### src/rtl/axis_master_if_tx_if.sv
// AXI4-Stream bundle (data, last, id, valid/ready) used between the output streamer and the host.
interface axis_master_if_tx_if #(
   parameter int unsigned TdataWidth = 32,
   parameter int unsigned TidWidth   = 2
);
   logic [TdataWidth-1:0] tdata;
   logic                  tlast;
   logic [TidWidth-1:0]   tid;
   logic                  tvalid;
   logic                  tready;

   modport master (output tdata, output tlast, output tid, output tvalid, input tready);
   modport slave  (input tdata, input tlast, input tid, input tvalid, output tready);
endinterface

### src/rtl/axis_master_if_tx.sv
// AXI4-Stream master: reads output-memory words, buffers them in a small FIFO and serializes
// them MSB slice first. Optional stall statistics are enabled by defining AXIS_TX_STATS_EN.
module axis_master_if_tx #(
   parameter int unsigned        TdataWidth   = 32,
   parameter int unsigned        VlwWidth     = 128,
   parameter int unsigned        MemAddrWidth = 6,
   parameter int unsigned        TidWidth     = 2,
   parameter logic [TidWidth-1:0] OutputId    = 2'b11,
   parameter int unsigned        FifoDepth    = 4
) (
   input  logic                    clk,
   input  logic                    rst_n,
   input  logic                    tx_start_i,
   input  logic [MemAddrWidth:0]   tx_len_i,
   output logic                    outputs_mem_rd_en_o,
   output logic [MemAddrWidth-1:0] outputs_mem_addr_o,
   input  logic [VlwWidth-1:0]     outputs_mem_data_i,
   axis_master_if_tx_if.master     m_axis,
   output logic                    outputs_tx_busy_o,
   output logic                    outputs_tx_done_o
`ifdef AXIS_TX_STATS_EN
   ,
   output logic [15:0]             tx_stall_cnt_o
`endif
);

   localparam int unsigned BeatsPerWord = VlwWidth / TdataWidth;
   localparam int unsigned BeatW        = $clog2(BeatsPerWord + 1);
   localparam int unsigned PtrW         = $clog2(FifoDepth);
   localparam int unsigned CntW         = PtrW + 1;
   localparam int unsigned OccW         = CntW + 1;
   localparam int unsigned LenW         = MemAddrWidth + 1;

   typedef enum logic [1:0] {StIdle, StRd, StDrain, StDone} state_e;

   state_e              state_q, state_d;
   logic [LenW-1:0]     len_q, len_d;
   logic [LenW-1:0]     rd_addr_q, rd_addr_d;
   logic                rd_inflight_q;
   logic [LenW-1:0]     words_q, words_d;
   logic [VlwWidth-1:0] fifo_q [FifoDepth];
   logic [PtrW-1:0]     wptr_q, wptr_d, rptr_q, rptr_d;
   logic [CntW-1:0]     count_q, count_d;
   logic [VlwWidth-1:0] sr_q, sr_d;
   logic [BeatW-1:0]    beats_q, beats_d;
   logic                sr_last_q, sr_last_d;

   logic                tvalid, tlast, hs, word_end;
   logic                fifo_empty, push, pop, fifo_wr, load, can_load;
   logic [VlwWidth-1:0] load_data;
   logic [OccW-1:0]     occ;
   logic                credit_ok, rd_en, accept, busy, done;

   assign tvalid     = beats_q != '0;
   assign tlast      = sr_last_q && (beats_q == BeatW'(1));
   assign hs         = tvalid && m_axis.tready;
   assign word_end   = hs && (beats_q == BeatW'(1));
   assign fifo_empty = count_q == '0;
   assign push       = rd_inflight_q;

   // An empty FIFO is bypassed so the first word reaches the shifter with no extra cycle.
   assign can_load   = !fifo_empty || push;
   assign load       = can_load && (!tvalid || word_end);
   assign pop        = load && !fifo_empty;
   assign fifo_wr    = push && !(load && fifo_empty);
   assign load_data  = fifo_empty ? outputs_mem_data_i : fifo_q[rptr_q];

   // The word held in the shifter is counted so at most FifoDepth words are ever outstanding.
   assign occ       = OccW'(count_q) + OccW'(rd_inflight_q) + OccW'(tvalid);
   assign credit_ok = occ < OccW'(FifoDepth);

   always_comb begin : p_fsm
      state_d   = state_q;
      len_d     = len_q;
      rd_addr_d = rd_addr_q;
      rd_en     = 1'b0;
      accept    = 1'b0;
      busy      = 1'b0;
      done      = 1'b0;
      unique case (state_q)
         StIdle: begin
            if (tx_start_i && (tx_len_i != '0)) begin
               accept    = 1'b1;
               len_d     = tx_len_i;
               rd_addr_d = '0;
               state_d   = StRd;
            end
         end
         StRd: begin
            busy = 1'b1;
            if (credit_ok) begin
               rd_en     = 1'b1;
               rd_addr_d = rd_addr_q + LenW'(1);
               if (rd_addr_q == (len_q - LenW'(1))) state_d = StDrain;
            end
         end
         StDrain: begin
            busy = 1'b1;
            if (hs && tlast) state_d = StDone;
         end
         StDone: begin
            done    = 1'b1;
            state_d = StIdle;
         end
         default: state_d = StIdle;
      endcase
   end

   always_comb begin : p_data
      sr_d      = sr_q;
      beats_d   = beats_q;
      sr_last_d = sr_last_q;
      words_d   = words_q;
      if (accept) words_d = '0;
      if (load) begin
         sr_d      = load_data;
         beats_d   = BeatW'(BeatsPerWord);
         sr_last_d = (words_q + LenW'(1)) == len_q;
         words_d   = words_q + LenW'(1);
      end else if (hs) begin
         sr_d    = sr_q << TdataWidth;
         beats_d = beats_q - BeatW'(1);
      end
   end

   always_comb begin : p_fifo_ptr
      wptr_d  = fifo_wr ? wptr_q + PtrW'(1) : wptr_q;
      rptr_d  = pop ? rptr_q + PtrW'(1) : rptr_q;
      count_d = count_q + CntW'(fifo_wr) - CntW'(pop);
   end

   always_ff @(posedge clk) begin : p_regs
      if (!rst_n) begin
         state_q       <= StIdle;
         len_q         <= '0;
         rd_addr_q     <= '0;
         rd_inflight_q <= 1'b0;
         words_q       <= '0;
         wptr_q        <= '0;
         rptr_q        <= '0;
         count_q       <= '0;
         sr_q          <= '0;
         beats_q       <= '0;
         sr_last_q     <= 1'b0;
      end else begin
         state_q       <= state_d;
         len_q         <= len_d;
         rd_addr_q     <= rd_addr_d;
         rd_inflight_q <= rd_en;
         words_q       <= words_d;
         wptr_q        <= wptr_d;
         rptr_q        <= rptr_d;
         count_q       <= count_d;
         sr_q          <= sr_d;
         beats_q       <= beats_d;
         sr_last_q     <= sr_last_d;
      end
   end

   always_ff @(posedge clk) begin : p_fifo_mem
      if (fifo_wr) fifo_q[wptr_q] <= outputs_mem_data_i;
   end

`ifdef AXIS_TX_STATS_EN
   logic [15:0] stall_q, stall_d;

   always_comb begin : p_stall
      stall_d = stall_q;
      if (accept) begin
         stall_d = '0;
      end else if (busy && tvalid && !m_axis.tready && (stall_q != 16'hFFFF)) begin
         stall_d = stall_q + 16'd1;
      end
   end

   always_ff @(posedge clk) begin : p_stall_reg
      if (!rst_n) stall_q <= '0;
      else        stall_q <= stall_d;
   end

   assign tx_stall_cnt_o = stall_q;
`endif

   assign outputs_mem_rd_en_o = rd_en;
   assign outputs_mem_addr_o  = rd_addr_q[MemAddrWidth-1:0];
   assign outputs_tx_busy_o   = busy;
   assign outputs_tx_done_o   = done;

   assign m_axis.tvalid = tvalid;
   assign m_axis.tdata  = sr_q[VlwWidth-1 -: TdataWidth];
   assign m_axis.tlast  = tlast;
   assign m_axis.tid    = tvalid ? OutputId : '0;

endmodule
### src/flat_wrapper.sv
// flat-port wrapper written by rule: the top's interface ports become plain ports
module axis_master_if_tx_flat 
#(
   parameter int unsigned        TdataWidth   = 32,
   parameter int unsigned        VlwWidth     = 128,
   parameter int unsigned        MemAddrWidth = 6,
   parameter int unsigned        TidWidth     = 2,
   parameter logic [TidWidth-1:0] OutputId    = 2'b11,
   parameter int unsigned        FifoDepth    = 4
)
  (clk, rst_n, tx_start_i, tx_len_i, outputs_mem_rd_en_o, outputs_mem_addr_o, outputs_mem_data_i, outputs_tx_busy_o, outputs_tx_done_o, m_axis_tdata, m_axis_tlast, m_axis_tid, m_axis_tvalid, m_axis_tready);
  axis_master_if_tx_if #(.TdataWidth(TdataWidth), .TidWidth(TidWidth)) m_axis_i ();
  input  logic clk;
  input  logic rst_n;
  input  logic tx_start_i;
  input  logic [MemAddrWidth:0] tx_len_i;
  output logic outputs_mem_rd_en_o;
  output logic [MemAddrWidth-1:0] outputs_mem_addr_o;
  input  logic [VlwWidth-1:0] outputs_mem_data_i;
  output logic outputs_tx_busy_o;
  output logic outputs_tx_done_o;
  output wire logic [$bits(m_axis_i.tdata)-1:0] m_axis_tdata;
  output wire logic [$bits(m_axis_i.tlast)-1:0] m_axis_tlast;
  output wire logic [$bits(m_axis_i.tid)-1:0] m_axis_tid;
  output wire logic [$bits(m_axis_i.tvalid)-1:0] m_axis_tvalid;
  input wire logic [$bits(m_axis_i.tready)-1:0] m_axis_tready;
  assign m_axis_tdata = m_axis_i.tdata;
  assign m_axis_tlast = m_axis_i.tlast;
  assign m_axis_tid = m_axis_i.tid;
  assign m_axis_tvalid = m_axis_i.tvalid;
  assign m_axis_i.tready = m_axis_tready;
  axis_master_if_tx #(.TdataWidth(TdataWidth), .VlwWidth(VlwWidth), .MemAddrWidth(MemAddrWidth), .TidWidth(TidWidth), .OutputId(OutputId), .FifoDepth(FifoDepth)) u_core (.clk(clk), .rst_n(rst_n), .tx_start_i(tx_start_i), .tx_len_i(tx_len_i), .outputs_mem_rd_en_o(outputs_mem_rd_en_o), .outputs_mem_addr_o(outputs_mem_addr_o), .outputs_mem_data_i(outputs_mem_data_i), .m_axis(m_axis_i), .outputs_tx_busy_o(outputs_tx_busy_o), .outputs_tx_done_o(outputs_tx_done_o));
endmodule
### config.mk
export PLATFORM = sky130hd
export DESIGN_NAME = axis_master_if_tx_flat
export DESIGN_NICKNAME = d
export VERILOG_FILES = /design/src/rtl/axis_master_if_tx_if.sv /design/src/rtl/axis_master_if_tx.sv /design/src/flat_wrapper.sv
export SDC_FILE = /design/constraint.sdc
export NUM_CORES = 1
export LEC_CHECK = 0
export CAP_MARGIN = 20
export CORE_MARGIN = 8
export CORE_UTILIZATION = 35
export CTS_CLUSTER_SIZE = 40
export DETAILED_ROUTE_END_ITERATION = 12
export GPL_ROUTABILITY_DRIVEN = 0
export MAX_ROUTING_LAYER = met4
export SLEW_MARGIN = 20
export SYNTH_ARGS = -nofsm -noshare
export SYNTH_HDL_FRONTEND = slang
export SYNTH_SLANG_ARGS = --single-unit
### constraint.sdc
create_clock -name clk -period 11.8 [get_ports clk]
set_clock_uncertainty 0.15 [all_clocks]
set_input_delay 2.36 -clock clk [delete_from_list [all_inputs] [get_ports clk]]
set_output_delay 2.36 -clock clk [all_outputs]
set_load 0.02 [all_outputs]
Word-level counts from Yosys, hierarchy flattened
Memories as Yosys holds them, arrays and structs flattened. A register that Yosys moved wholly into a read port is not among the register bits. Cells that the tools add are included.

Register bits after elaboration: 163. Word-level logic and storage cells: 87. Bits in writable memories: 512. Memories: 1. Bits of input ports: 139. Output and inout port bits: 45.

Memories: u_core.fifo_q (words 4, width 128, read ports 1, clocked after Yosys merged registers in 1, wr ports 1, line axis_master_if_tx.sv:41) `logic [VlwWidth-1:0] fifo_q [FifoDepth];`.

Muxes and demuxes: 26. Bitwise logic cells: 1. $add $sub $neg: 10. Eq/ne operators: 10. Order comparisons: 1. Reductions and logical operators: 26.

Operator list (number): 128-bit 2-to-1 mux (3); 7-bit 2-to-1 mux (4); 7-bit by 1-bit adder with 7-bit output (second input constant) (2); 7-bit == test (2); 2-bit 2-to-1 mux (7); 7-bit case mux with 2 select lines (1); 1-bit logical AND (9); 1-bit 2-to-1 mux (8); 2-bit by 1-bit != test with 1-bit output (second input constant) (4); 2-bit case mux with 4 select lines (1); 7-bit nonzero test (1); 7-bit by 1-bit subtractor with 7-bit output (second input constant) (1); 3-bit 2-to-1 mux (2); 2-bit nonzero test (3); 2-bit by 1-bit adder with 2-bit output (second input constant) (2); 3-bit by 1-bit adder with 4-bit output (1); 4-bit by 1-bit adder with 4-bit output (1); 2-bit == test (second input constant) (2); 4-bit by 3-bit less-than comparator with 1-bit output (second input constant) (1); 4-bit AND reduction (1); 2-bit OR reduction (2); 3-bit by 1-bit adder with 3-bit output (1); 3-bit by 1-bit == test with 1-bit output (second input constant) (1); 1-bit logical NOT (3); 10 further kinds (11).

Depth between registers and ports, before layout
Word-level depth: 10. Mapped depth: 13. Depth with buffers taken out: 11.

Worst setup path before layout
Ideal clock, no wire load.

Path kind: input port to flip-flop. From: input m_axis_tready. To: memory u_core.fifo_q[0][0] (enable). Buffers on the path: 0. Library setup time: 0.503 ns. Required time: 11.147 ns. Setup slack: 5.316 ns. Arrival time: 5.831 ns. Cell stages on the path: 4. Cells stage by stage: a21o_1 -> and2_1 -> nand3_1 -> and3_1.

Longest elaborated chain between the ends: 9.

Ends and longest elaborated chain: start: declaration (line flat_wrapper.sv:26) `input wire logic [$bits(m_axis_i.tready)-1:0] m_axis_tready;`; 1-bit logical AND (line axis_master_if_tx.sv:56) `assign hs = tvalid && m_axis.tready;`; 1-bit logical AND (line axis_master_if_tx.sv:57) `assign word_end = hs && (beats_q == BeatW'(1));`; 1-bit logical OR (line axis_master_if_tx.sv:63) `assign load = can_load && (!tvalid || word_end);`; 1-bit logical AND (line axis_master_if_tx.sv:63); 1-bit logical AND (line axis_master_if_tx.sv:65) `assign fifo_wr = push && !(load && fifo_empty);`; 1-bit logical NOT (line axis_master_if_tx.sv:65); 1-bit logical AND (line axis_master_if_tx.sv:65); 1-bit 2-to-1 mux (line axis_master_if_tx.sv:161) `if (fifo_wr) fifo_q[wptr_q] <= outputs_mem_data_i;`; 1-bit 2-to-1 mux (not written as such) (line axis_master_if_tx.sv:161); end: declaration (line axis_master_if_tx.sv:41).

No other way between the ends.

Worst setup path in the final report
From: input m_axis_tready. To: memory u_core.fifo_q[0][76] (enable).

The elaborated chain is that of the path after synthesis.

==> metrics.cfg <==
[outcome]
status = finished, final reports clean

[global_routing]
grt_pass1_vias = 16000
grt_pass1_wl_um = 105000
grt.overflow.total = 0
antenna_found_initial = 8
grt_start_max_net_pins = 86
grt_usage = 0.164

[floorplanning]
core_area_um2 = 76800
core.rowCount = 102
die_w_um = 294
io_pins = 184
initial_core_util = 0.351
die_y_um = 294
die-area_um2 = 86200

[route]
wire_per_inst_um = 23.9
drc_errors = 0
viasPerCell = 5.36
drt-total-wl_um = 70100
firstDrtPassIters = 6
via_count = 15700
drt_iter0_drc = 1529
drtAntennaViolNets = 0

[pwr]
power_density_nw_per_um2 = 239
ir_drop_mv = 0.245
finalPower_uw = 7630
p_leak_uw = 0.00998

[synth]
synth-seq-cells = 677
yosysWarningCount = 0
synth_async_sr_flop_share = 0
yosysSeqAreaShare = 0.692
synth_ff_type = edfxtp_1
yosysTopAreaCell = edfxtp_1
synth_top_area_frac = 0.570
syn_inst = 1711
syn_nets = 1869
yosys-top-cells-area = edfxtp_1, dfxtp_1, mux4_2
syn_area_um2 = 27000
synth_edf_count = 512
avgSynthCellArea_um2 = 15.8
ys_types = 49

[critical_path]
end_kind = flop
arrival_ps = 6160
rrSetupSlack_ps = 7410
worstReg2RegStart = u_core.beats_q[0]
rr_worst_depth = 9
regToRegEndpoint = u_core.fifo_q[0][76]
cp_max_fo = 65
cp-start-kind = input port
critical_path_class = input port to flop
cp.required_ps = 11880

[final_layout]
final_nets = 1983
syn_to_final_growth_pct = 18.6
drive_gt1_frac = 0.151
final_common_cell = edfxtp_1
most-common-layout-cells = edfxtp_1, clkdlybuf4s50_1, dfxtp_1
final_area_um2 = 32000
fin_cells = 2932

[placed_design]
dpl_cell_area_um2 = 29500
place_inst = 2791
numPortBuffers = 183
hpwl_um = 42300

[timing]
setup_viol = 0
post-route-min-period_ps = 6080
final.period_utilization = 0.515
hold_viol_final = 0
drv_slew = 0
rsz0062_at_grt = false
timing.fmax_mhz = 165
relSlewSlack = 0.310
finalSetupTns_ps = 0
whs_ps = 343
worst_pin_slew_ps = 1030

[min_path]
hp-class = flop to flop
holdPathStages = 2
min_to = u_core.beats_q[1]
hold_path_startpoint = u_core.beats_q[1]

[clock_tree]
clk_pin_slew_ps = 60
htreeDepth = 3
clk_latency_ps = 620
numCtsBuffers = 72
cts_tree = done
cts_buffer_depth = 3
cts.sinks = 677
cts_root_buf = clkbuf_16
cts_repair_resize_count = 0
hold_buffers = 0
post_cts_buffers = 0

[job]
cap_violations = 0

[through the flow]
| stage | setup WS [ps] | util |
|---|---|---|
| global route | 5470 | 0.416 |
| global placement | 5130 | 0.384 |
| floorplan | 5320 | - |
| finish | 5720 | 0.416 |
| detailed placement | 5060 | 0.384 |
| CTS | 5730 | 0.416 |
[cell usage after synthesis (2+ instances only)]
| cell | n |
|---|---|
| a21oi_1 | 101 |
| xor2_1 | 11 |
| mux4_2 | 128 |
| o21bai_1 | 2 |
| or3_1 | 8 |
| a22oi_1 | 33 |
| a222oi_1 | 32 |
| buf_4 | 43 |
| inv_1 | 16 |
| o21ai_0 | 77 |
| nand2b_1 | 2 |
| and2_0 | 2 |
| o22ai_1 | 63 |
| nand2_1 | 27 |
| clkbuf_1 | 80 |
| o31ai_1 | 3 |
| ha_1 | 18 |
| a21boi_0 | 14 |
| mux2i_1 | 4 |
| edfxtp_1 | 512 |
| and2_1 | 15 |
| and3_1 | 6 |
| nand4_1 | 5 |
| nor3_1 | 5 |
| dfxtp_1 | 165 |
| buf_1 | 7 |
| a211oi_1 | 64 |
| o211ai_1 | 3 |
| buf_2 | 37 |
| nor2b_1 | 98 |
| nand3_1 | 16 |
| nor2_1 | 82 |
| xnor2_1 | 16 |
[flip-flops by register name (all words and copies together) (netlist names), 2 cells and up, named ones only]
register / count
u_core.fifo_q: 512
u_core.sr_q: 128
u_core.len_q: 7
u_core.rd_addr_q: 7
u_core.words_q: 7
u_core.beats_q: 3
u_core.count_q: 3
u_core.rptr_q: 2
u_core.state_q: 2
u_core.wptr_q: 2
[routing by layer]
metal	global-route usage	part of all wire	up-vias
li1	-	-	6956
met5	-	0	-
met1	0.215	0.42	8087
met4	0.0562	0.030	0
met2	0.256	0.48	566
met3	0.0317	0.070	107
[worst max-delay path by stage]
stage                                 start                   end  slack, ps  cells after the start
after floorplan               m_axis_tready   u_core.fifo_q[0][0]       5320                      4
after global placement        m_axis_tready  u_core.fifo_q[0][75]       5130                      8
after detailed placement      m_axis_tready  u_core.fifo_q[0][71]       5060                      8
after CTS                 u_core.beats_q[0]   outputs_mem_rd_en_o       5730                      8
after global routing      u_core.beats_q[0]   outputs_mem_rd_en_o       5470                      8
final                         m_axis_tready  u_core.fifo_q[0][76]       5720                      8
[report_power, final]
| part | switching [uW] | leakage [uW] | total [uW] | internal [uW] |
|---|---|---|---|---|
| combinational | 1500 | 0.00281 | 2350 | 853 |
| clock | 931 | 0.00120 | 2310 | 1380 |
| sequential | 163 | 0.00597 | 2970 | 2800 |
[area by class of cell]
cell class	count	area [um2]
multi-input combinational	851	7450
antenna	7	17.5
inverter	16	60.1
tap	1040	1300
sequential	677	18700
clock buffer	101	2040
fill	6907	44900
clock inverter	33	403
timing repair buffer	207	2010
[logic make-up (layout without fill, tap and decap cells)]
logic type | after synthesis | count (layout) | synth area share
flip-flops | 677 | 677 | 0.692
AO/OA/AOI/OAI | 404 | 404 | 0.0967
AND/OR/NAND/NOR | 269 | 269 | 0.0514
buffers and inverters | 183 | 357 | 0.0332
multiplexers | 132 | 132 | 0.108
XOR/XNOR | 27 | 27 | 0.00877
adder cells (fa/ha/maj) | 19 | 19 | 0.00909
other | 0 | 7 | 0
[worst max-delay path: stages]
cell and delay (ps):
clkdlybuf4s50_1 500, a21o_1 240, and2_2 190, buf_4 340, nand3_1 330, and3_4 400
buf_4 840, buf_4 840
No activity file was read; power rests on OpenSTA's default activity.
